**src/rtl/uart_receiver.sv**
```systemverilog
// rtl/uart_receiver.sv - UART RX: oversampled frame FSM, valid/ready holding register, error pulses
// Optional parity check (PARITY state, parity_err port) enabled by defining UART_PARITY_EN.
`timescale 1ns/1ps
module uart_receiver #(
   parameter int DataBits   = 8,
   parameter int Oversample = 16,
   parameter int ParityOdd  = 0
) (
   input  logic                g_clk,
   input  logic                rst_n,
   input  logic                r_clk,
   input  logic                rx,
   output logic [DataBits-1:0] rx_data,
   output logic                rx_valid,
   input  logic                rx_ready,
   output logic                busy,
   output logic                frame_err,
   output logic                overrun_err
`ifdef UART_PARITY_EN
   ,
   output logic                parity_err
`endif
);
   localparam int CW = $clog2(Oversample);
   localparam int IW = $clog2(DataBits);
   localparam logic [CW-1:0] CntMid  = CW'(Oversample / 2 - 1);
   localparam logic [CW-1:0] CntLast = CW'(Oversample - 1);
   localparam logic [IW-1:0] IdxLast = IW'(DataBits - 1);

`ifdef UART_PARITY_EN
   typedef enum logic [2:0] {IDLE, START, DATA, PARITY, STOP} state_t;
`else
   typedef enum logic [2:0] {IDLE, START, DATA, STOP} state_t;
`endif

   state_t              state, state_d;
   logic [CW-1:0]       cnt, cnt_d;
   logic [IW-1:0]       idx, idx_d;
   logic [DataBits-1:0] shift, shift_d;
   logic                rx_m, rx_s;
   logic                frame_done;
   logic                good;
`ifdef UART_PARITY_EN
   logic                par_bit, par_bit_d;
   logic                par_bad;
`endif

   always_ff @(posedge g_clk or negedge rst_n) begin
      if (!rst_n) begin
         rx_m  <= 1'b1;
         rx_s  <= 1'b1;
         state <= IDLE;
         cnt   <= '0;
         idx   <= '0;
         shift <= '0;
`ifdef UART_PARITY_EN
         par_bit <= 1'b0;
`endif
      end else begin
         rx_m  <= rx;
         rx_s  <= rx_m;
         state <= state_d;
         cnt   <= cnt_d;
         idx   <= idx_d;
         shift <= shift_d;
`ifdef UART_PARITY_EN
         par_bit <= par_bit_d;
`endif
      end
   end

   // Everything in here only moves on oversample ticks.
   always_comb begin
      state_d    = state;
      cnt_d      = cnt;
      idx_d      = idx;
      shift_d    = shift;
      frame_done = 1'b0;
`ifdef UART_PARITY_EN
      par_bit_d  = par_bit;
`endif
      if (r_clk) begin
         case (state)
            IDLE: begin
               if (!rx_s) begin
                  state_d = START;
                  cnt_d   = '0;
               end
            end
            START: begin
               cnt_d = cnt + 1'b1;
               if (cnt == CntMid) begin
                  cnt_d   = '0;
                  idx_d   = '0;
                  state_d = rx_s ? IDLE : DATA;
               end
            end
            DATA: begin
               cnt_d = cnt + 1'b1;
               if (cnt == CntLast) begin
                  cnt_d        = '0;
                  shift_d[idx] = rx_s;
                  idx_d        = idx + 1'b1;
                  if (idx == IdxLast) begin
                     idx_d = '0;
`ifdef UART_PARITY_EN
                     state_d = PARITY;
`else
                     state_d = STOP;
`endif
                  end
               end
            end
`ifdef UART_PARITY_EN
            PARITY: begin
               cnt_d = cnt + 1'b1;
               if (cnt == CntLast) begin
                  cnt_d     = '0;
                  par_bit_d = rx_s;
                  state_d   = STOP;
               end
            end
`endif
            STOP: begin
               cnt_d = cnt + 1'b1;
               if (cnt == CntLast) begin
                  cnt_d      = '0;
                  frame_done = 1'b1;
                  state_d    = IDLE;
               end
            end
            default: state_d = IDLE;
         endcase
      end
   end

   assign busy = (state != IDLE);

`ifdef UART_PARITY_EN
   assign par_bad = ((^shift) ^ (ParityOdd != 0)) != par_bit;
   assign good    = frame_done && rx_s && !par_bad;
`else
   assign good    = frame_done && rx_s;
`endif

   always_ff @(posedge g_clk or negedge rst_n) begin
      if (!rst_n) begin
         rx_data     <= '0;
         rx_valid    <= 1'b0;
         frame_err   <= 1'b0;
         overrun_err <= 1'b0;
`ifdef UART_PARITY_EN
         parity_err  <= 1'b0;
`endif
      end else begin
         frame_err   <= frame_done && !rx_s;
         overrun_err <= 1'b0;
`ifdef UART_PARITY_EN
         parity_err  <= frame_done && par_bad;
`endif
         // A same-cycle consume frees the register for the incoming word.
         if (good) begin
            if (!rx_valid || rx_ready) begin
               rx_data  <= shift;
               rx_valid <= 1'b1;
            end else begin
               overrun_err <= 1'b1;
            end
         end else if (rx_valid && rx_ready) begin
            rx_valid <= 1'b0;
         end
      end
   end
endmodule

```
**config.mk**
```make
export PLATFORM = sky130hd
export DESIGN_NAME = uart_receiver
export DESIGN_NICKNAME = d
export VERILOG_FILES = /design/src/rtl/uart_receiver.sv
export SDC_FILE = /design/constraint.sdc
export NUM_CORES = 1
export LEC_CHECK = 0
export BUFFER_PORTS_ARGS = -buffer_cell sky130_fd_sc_hd__buf_4
export CAP_MARGIN = 15
export CORE_ASPECT_RATIO = 0.5
export CORE_MARGIN = 1
export CORE_UTILIZATION = 29
export CTS_BUF_LIST = sky130_fd_sc_hd__clkbuf_4
export DETAILED_ROUTE_END_ITERATION = 10
export GPL_TIMING_DRIVEN = 0
export REMOVE_ABC_BUFFERS = 1
export SYNTH_ARGS = -nofsm -noshare
export SYNTH_HDL_FRONTEND = slang
export SYNTH_SLANG_ARGS = --single-unit
```
**constraint.sdc**
```tcl
create_clock -name g_clk -period 3.5 [get_ports g_clk]
set_input_delay 0.35 -clock g_clk [delete_from_list [all_inputs] [get_ports g_clk]]
set_output_delay 0.35 -clock g_clk [all_outputs]
set_load 0.02 [all_outputs]
```
==> results of run 1 <==
## flip-flops by register name, indices dropped and copies added (netlist names)
name,cells
shift,8
frame_err,1
rx_s,1
rx_data,8
state,2
idx,3
cnt,4
overrun_err,1
rx_valid,1
rx_m,1
## worst max path at each step
| stage | from | end | slack (ps) | cells past startpoint |
|---|---|---|---|---|
| 2_1_floorplan | cnt[0] | rx_data[0] | 1360 | 4 |
| 3_3_place_gp | cnt[0] | rx_data[2] | 1040 | 4 |
| 3_5_place_dp | cnt[0] | rx_data[0] | 1010 | 4 |
| 4_1_cts | cnt[0] | rx_data[2] | 1000 | 4 |
| 5_1_grt | cnt[0] | rx_data[6] | 890 | 4 |
| 6_report | cnt[0] | rx_data[2] | 1020 | 4 |
## placed cells by master, fill, tap and decap left out, drive strengths merged, types with 2 or more instances in the layout
cell type | netlist | layout
dfrtp | 28 | 28
mux2 | 18 | 18
buf | 3 | 16
nand2 | 5 | 5
clkbuf | 5 | 5
inv | 4 | 4
nor2 | 4 | 4
o21ai | 4 | 4
nor4 | 4 | 4
nor3 | 3 | 3
nand2b | 3 | 3
nor4b | 3 | 3
ha | 3 | 3
nand4 | 2 | 2
xor2 | 2 | 2
mux2i | 2 | 2
nand3b | 2 | 2
a21oi | 2 | 2
clkinv | 0 | 2
dfstp | 2 | 2
or3b | 2 | 2
## cell type report
cell class | instances | area share
timing repair buffer | 17 | 0.0780
clock inverter | 3 | 0.0240
clock buffer | 5 | 0.0225
tap | 66 | 0.0495
inverter | 4 | 0.00900
multi-input combinational | 72 | 0.366
sequential | 30 | 0.451
## power by group through the flow
stage	registers (mW)	logic, mW	clock network [mW]
detailed placement	0.473	0.185	0
finish	0.467	0.184	0.268
global placement	0.472	0.179	0
CTS	0.467	0.187	0.277
global route	0.478	0.209	0.293
floorplan	0.453	0.144	0
## per-layer routing
metal	up-vias	global-route usage	routed length [um]
met1	436	0.138	1180
met4	0	0.0700	36
met3	5	0.0323	83
li1	446	-	-
met5	-	0	0
met2	11	0.171	1100
## worst register-to-register path: stages (launching register included)
cell and delay, ps:
sky130_fd_sc_hd__dfrtp_1 400, sky130_fd_sc_hd__ha_1 260, sky130_fd_sc_hd__nand4_1 390, sky130_fd_sc_hd__or4b_1 920, sky130_fd_sc_hd__mux2_4 400
## logic make-up after synthesis
logic type	count (synthesis)	synth area share
multiplexers	20	0.178
XOR/XNOR	2	0.0123
AND/OR/NAND/NOR	34	0.146
AO/OA/AOI/OAI	13	0.0668
buffers and inverters	12	0.0422
adder cells (fa/ha/maj)	3	0.0264
flip-flops	30	0.529
## repair_timing
item / 4_1_cts / 5_1_grt
setup endpoints to repair: 0 / 0
hold endpoints to repair: 28 / 0
hold buffers: 1 / 0
==> metrics list, run 1 <==
* Hold Fails Final Rpt: 0
* Aggregate global-route resource usage: 0.111
* Post-synthesis cell type count: 39
* Leakage: 0.790 nW
* Critical path class: register to register
- Share of cells above drive strength 1: 0.351
- Worst min path class: input pin to register
* Peak VDD IR: 0.168 mV
* Die area: 5210 sq um
- TritonCTS built the clock tree.
- Std cell rows: 17
- Number of maximum-capacitance constraint violations: 0
- The clock period could shrink to 2480 ps.
- Post-placement cell count: 188
* Total Power: 0.919 mW
* Boundary Pins: 17
- Pwr/cell area: 550 nW/um^2
- Clock latency on the worst-skew pair: 330 ps
- Worst setup timing slack at the placement stage: 1010 ps
* Worst-Margin Slew: 554 ps
* Most frequent cell after synthesis: sky130_fd_sc_hd__dfrtp_1
* Switching part of the total: 0.314
- For this run the aggregate overflow at the end of global routing stands at 0.
- In the synthesized netlist, the number of instances is 114.
* Worst R2R Start: cnt[0]
- Headroom to the max-slew limit came out at 0.631.
* Post-layout net count: 138
- Total clock sinks: 30
- Growth of design area from synthesis to finish: 17.2%
- Summed over all failing endpoints, the final setup total negative slack is 0 ps.
- Final-report setup violation count: 0
* X dimension of the die: 101 um
* Average via count per standard cell: 4.56
* Sum of net half-perimeters after detailed placement: 1620 um
- Data arrives at the worst endpoint at 2690 ps.
* Core box area: 4550 sq um
* Final design utilization: 0.367
- # Post-CTS Setup Buffers: 0
- In this run the register-to-register setup slack is 1020 ps.
- The signal on the critical path passes through ha_1 -> nand4_1 -> or4b_1 -> mux2_4.
* Fmax achieved: 403 MHz
- Critical path fanouts, max: 11
- CP Data Required Time: 3710 ps
* Antenna violations before repair: 0
- Register share of total power: 0.509
- In this run the cell area measured after placement is 1580 sq um.
- Reg2reg end: rx_data[2]
* Worst-case hold slack: 129 ps
- Dividing the detail-routed wire length by the instance count gives 12.2 um.
- Critical path's top delay family: simple AND/OR/NAND/NOR gates
- The die is 51.5 um tall.
- Summing over every cut layer, the via total after detailed routing is 898.
- The worst hold path terminates at rx_m.
- Post-synthesis instance area: 1420 sq um
* Slowest cell on the critical path: sky130_fd_sc_hd__or4b_1
- The multi-input combinational cells in the finished layout cover a total of 611 sq um.
- Outcome: finished clean
- Measured in cells, the most critical reg-to-reg path has a length of 4.
- Of the total power, combinational logic draws 0.200.
* Number of buffers and inverters on the critical path: 0
- Buffers on Ports: 16
* Clock transition at path regs: 90 ps
- Main area contributors after synthesis: sky130_fd_sc_hd__dfrtp_1 49%, sky130_fd_sc_hd__mux2_4 8.4%, sky130_fd_sc_hd__mux2_2 7.1%
- Count of state elements after synthesis: 30
- Number of nets with antenna violations after detailed routing: 0
* Wire length after detailed routing: 2400 um
- Once routing completed, OpenROAD measured the worst setup slack at 1020 ps.
- Final std cell area, no fill: 1670 sq um
* Crit. End Element: register
- In the synthesized netlist, the cells that appear most often are 28 x sky130_fd_sc_hd__dfrtp_1, 9 x sky130_fd_sc_hd__mux2_2, 8 x sky130_fd_sc_hd__mux2_4, 5 x sky130_fd_sc_hd__nand2_1.
- Counting flops with a built-in enable in the synthesized netlist gives 0.
- Category of the worst setup path launch point: register
- Critical Path Max Stage Delay: 920 ps
- In this run the power spent charging and discharging nets is 0.288 mW.
- Filler cell count: 467
- Entering global routing, the biggest net connects 31 pins.
- On the final layout, the worst clock skew is 12.6 ps.
- CTS buffer count: 5
* DRC violations left: 0
- Max-slew violations: 0
* Proportion of netlist area held by the largest area contributor: 0.492
- Count of placed standard cells in the final layout, fillers left out: 197
- Internal Power: 0.630 mW
- Maximum number of buffers from clock root to sink: 2
* Fraction of registers with async set/reset: 1.00
- At the end of routability-driven placement, the weighted congestion stood at 0.743.
- Gates resized during post-CTS repair numbered 0.
- The pre-antenna-repair detailed-routing pass consisted of 4 iterations.
- Sequential share of the synthesized area: 0.529
- Share of power burned in the clock network: 0.291
- FF+latch area: 753 sq um
* Launch point of the worst hold path: rx
- Synth Warn #: 0
- Setup repair after global routing missed its margin: false
- CTS built an H-tree with a depth of 2.
- Fin crit share: 0.709
* Count of antenna diodes in the layout: 0
- Initial standard-cell utilization of the core: 0.313
* Number of global-route vias before repair: 894
- The detailed router finished its first iteration with 31 violations.
* Number of cells on the worst hold path: 1
- The biggest area contributor in the post-synthesis netlist is sky130_fd_sc_hd__dfrtp_1.
- Root buf cell: sky130_fd_sc_hd__clkbuf_4
* First-pass GRT wire length: 4230 um
- The most used flip-flop cell after synthesis is sky130_fd_sc_hd__dfrtp_1.
- Syn Area/Cell: 12.5 sq um
No activity file was read; power rests on OpenSTA's default activity.
==> run 2, diff against run 1 <==
Clock period 3.5 ns to 2.2 ns, I/O delays scaled along.
==> metrics list, run 2 (same netlist as run 1, synthesis figures left out) <==
* Antenna violations before repair: 0 (unchanged)
- DRC violations left: 0 (unchanged)
- Leakage: 0.800 nW (+1.3%)
* Combinational share of power: 0.202 (+0.002)
* Via count: 908 (+1.1%)
* Sum of net half-perimeters after detailed placement: 1620 um (unchanged)
* H-tree level count: 2 (unchanged)
- The area of the die is 5210 sq um (unchanged).
* RD Place Congestion: 0.743 (unchanged)
- Pwr/cell area: 867 nW/um^2 (+58%)
* Average via count per standard cell: 4.56 (about the same)
- The DRC marker count from the first detailed-route iteration is 30 (-3.2%).
* Post-layout net count: 140 (+1.4%)
- The met1 routed wirelength after detailed routing is 1170 um (-0.59%).
- The number of routed nets with antenna violations was 0 (unchanged).
* Category of the worst setup path launch point: register
* Filler cell count: 465 (-0.43%)
- In the final layout, the registers with the most flip-flops are rx_data x8, shift x8, cnt x4.
* Final design utilization: 0.371 (+0.00467)
- Switching component of the power: 0.460 mW (+60%)
* Setup TNS: 0 ps (unchanged)
* Worst min path class: input pin to register
* Internal Power: 1.01 mW (+59%)
* Clock latency on the worst-skew pair: 330 ps (about the same)
- From synthesis to final layout, the design area changed by 18.7%.
- Initial standard-cell utilization of the core: 0.313 (unchanged)
- Y dimension of the die: 51.5 um (unchanged)
- Core box area: 4550 sq um (unchanged)
- The critical path in this run is classified as register to register.
- Buffers on Ports: 16 (unchanged)
- The max-capacitance violation count is 0 (unchanged).
- The relative max-transition margin is 0.745 (+0.115).
- Remaining global-route overflow: 0 (unchanged)
- Routed wire length on met3: 85 um (+2.4%)
- Crit. End Element: register
* Worst setup timing slack at the placement stage: -287 ps (-1300 ps)
- The worst reg2reg path depth came to 4 (unchanged).
- Total clock sinks: 30 (unchanged)
- The global-route wire length before repair is 4240 um (+0.33%).
- The mean routed wirelength per cell is 12.1 um (-0.68%).
- The cell depth of the worst hold path was 3 (+2).
* X dimension of the die: 101 um (unchanged)
* Register share of total power: 0.508 (about the same)
- Met2 wire len: 1110 um (+0.73%)
- The clock-pin slew on the worst setup and hold paths was 90 ps (about the same).
- The register-to-register path setup slack came to 290 ps (-730 ps).
* Fmax achieved: 524 MHz (+30%)
* Setup repair after global routing missed its margin: false
- The maximum VDD drop is 0.267 mV (+59%).
- In the layout the commonest cells are 28 x sky130_fd_sc_hd__dfrtp_1, 17 x sky130_fd_sc_hd__buf_4, 9 x sky130_fd_sc_hd__mux2_2, 8 x sky130_fd_sc_hd__mux2_4.
- The biggest fanout along the worst timing path was 8 (-3).
- The slew at the pin closest to its max-slew limit is 382 ps (-172 ps).
- The number of optimization iterations in the first detailed-route pass came to 3 (-1).
- For hold timing, the worst endpoint is overrun_err.
- The root buffer cell chosen for the clock tree is sky130_fd_sc_hd__clkbuf_4.
- Switching part of the total: 0.314 (+0.000452)
- The count of final setup violators was 0 (unchanged).
- Aggregate global-route resource usage: 0.111 (+0.000605)
* Wire length after detailed routing: 2410 um (+0.33%)
- Share of power burned in the clock network: 0.291 (about the same)
- The flow ran to the end, and the final reports show no timing, DRC or antenna violations.
* Worst path setup slack after routing: 291 ps (-728 ps)
* Arrival time at the worst endpoint: 2120 ps (-570 ps)
- Maximum number of buffers from clock root to sink: 2 (unchanged)
- The required time of the worst setup path was 2410 ps (-1300 ps).
- Boundary Pins: 17 (unchanged)
* CTS buffer count: 5 (unchanged)
- The final hold violation count came to 0 (unchanged).
- Fin crit share: 0.868 (+0.159)
- The worst hold path begins at rx_ready.
- The final setup skew is 10.7 ps (-1.96 ps).
- Share of cells above drive strength 1: 0.361 (+0.00976)
- Reg2reg end: rx_data[2]
* Number of global-route vias before repair: 899 (+0.56%)
- Std cell rows: 17 (unchanged)
* Top layer in use: met4
- In this run the critical register-to-register path is launched from cnt[0].
- The library cell used most frequently in the layout, excluding fill and tap cells, is sky130_fd_sc_hd__dfrtp_1.
- The number of antenna diodes is 0 (unchanged).
- Final Critical Period: 1910 ps (-572 ps)
- TritonCTS clock tree: done
- Pin count of the biggest net entering global routing: 31 (unchanged)
- The final number of max-transition violations came to 0 (unchanged).
-- run 2: changes by cell type in the layout (fill, tap and decap cells not counted), sizes merged --
cell and delta:
dlygate4sd3 +1, buf +1
-- run 2: cell type report --
type	count	area [sq um]	share of cell area
sequential	30	753	0.446
multi-input combinational	72	614	0.363
timing repair buffer	19	148	0.0873
tap	66	82.6	0.0489
clock inverter	3	40.0	0.0237
clock buffer	5	37.5	0.0222
inverter	4	15.0	0.00888
-- run 2: repair_timing --
item | in CTS | in global routing
setup endpoints to repair | 8 | 0
endpoints found under the hold margin | 29 | 0
buffers inserted | 1 | 0
resized for setup | 1 | 0
hold buffers | 2 | 0
-- run 2: worst max-delay path by stage --
stage,endpoint,start,slack (ps),cells past startpoint
after floorplan,rx_data[0],cnt[0],60,4
after global placement,rx_data[2],cnt[0],-260,4
after detailed placement,rx_data[0],cnt[0],-290,4
after CTS,rx_data[2],cnt[0],270,4
after global routing,shift[2],cnt[0],200,5
final,rx_data[2],cnt[0],290,4
-- run 2: critical path: stages (launching register included) --
cell and delay, ps:
sky130_fd_sc_hd__dfrtp_1 400, sky130_fd_sc_hd__ha_1 260, sky130_fd_sc_hd__nand4_1 150, sky130_fd_sc_hd__or4b_4 660
sky130_fd_sc_hd__mux2_4 330
-- run 2: power groups by stage --
stage / Combinational [mW] / Clock (mW) / Sequential (mW)
2_1_floorplan: 0.229 / 0 / 0.721
3_3_place_gp: 0.285 / 0 / 0.751
3_5_place_dp: 0.295 / 0 / 0.753
4_1_cts: 0.300 / 0.441 / 0.743
5_1_grt: 0.335 / 0.467 / 0.760
6_report: 0.296 / 0.426 / 0.744
-- run 2: metrics by stage --
stage          hold WS (ps)  area, sq um  std cells  total power, mW
3_5_place_dp            171         1580        188             1.05
3_3_place_gp            170         1580        188             1.04
6_report                167         1690        199             1.47
5_1_grt                 186         1690        199             1.56
4_1_cts                 161         1690        199             1.48
2_1_floorplan         -75.6         1380        106            0.950
-- run 2: metal layers --
layer / GRT usage / up-vias
met3: 0.0323 / 5
met5: 0 / -
met2: 0.175 / 11
met1: 0.137 / 441
met4: 0.0700 / 0
li1: - / 451
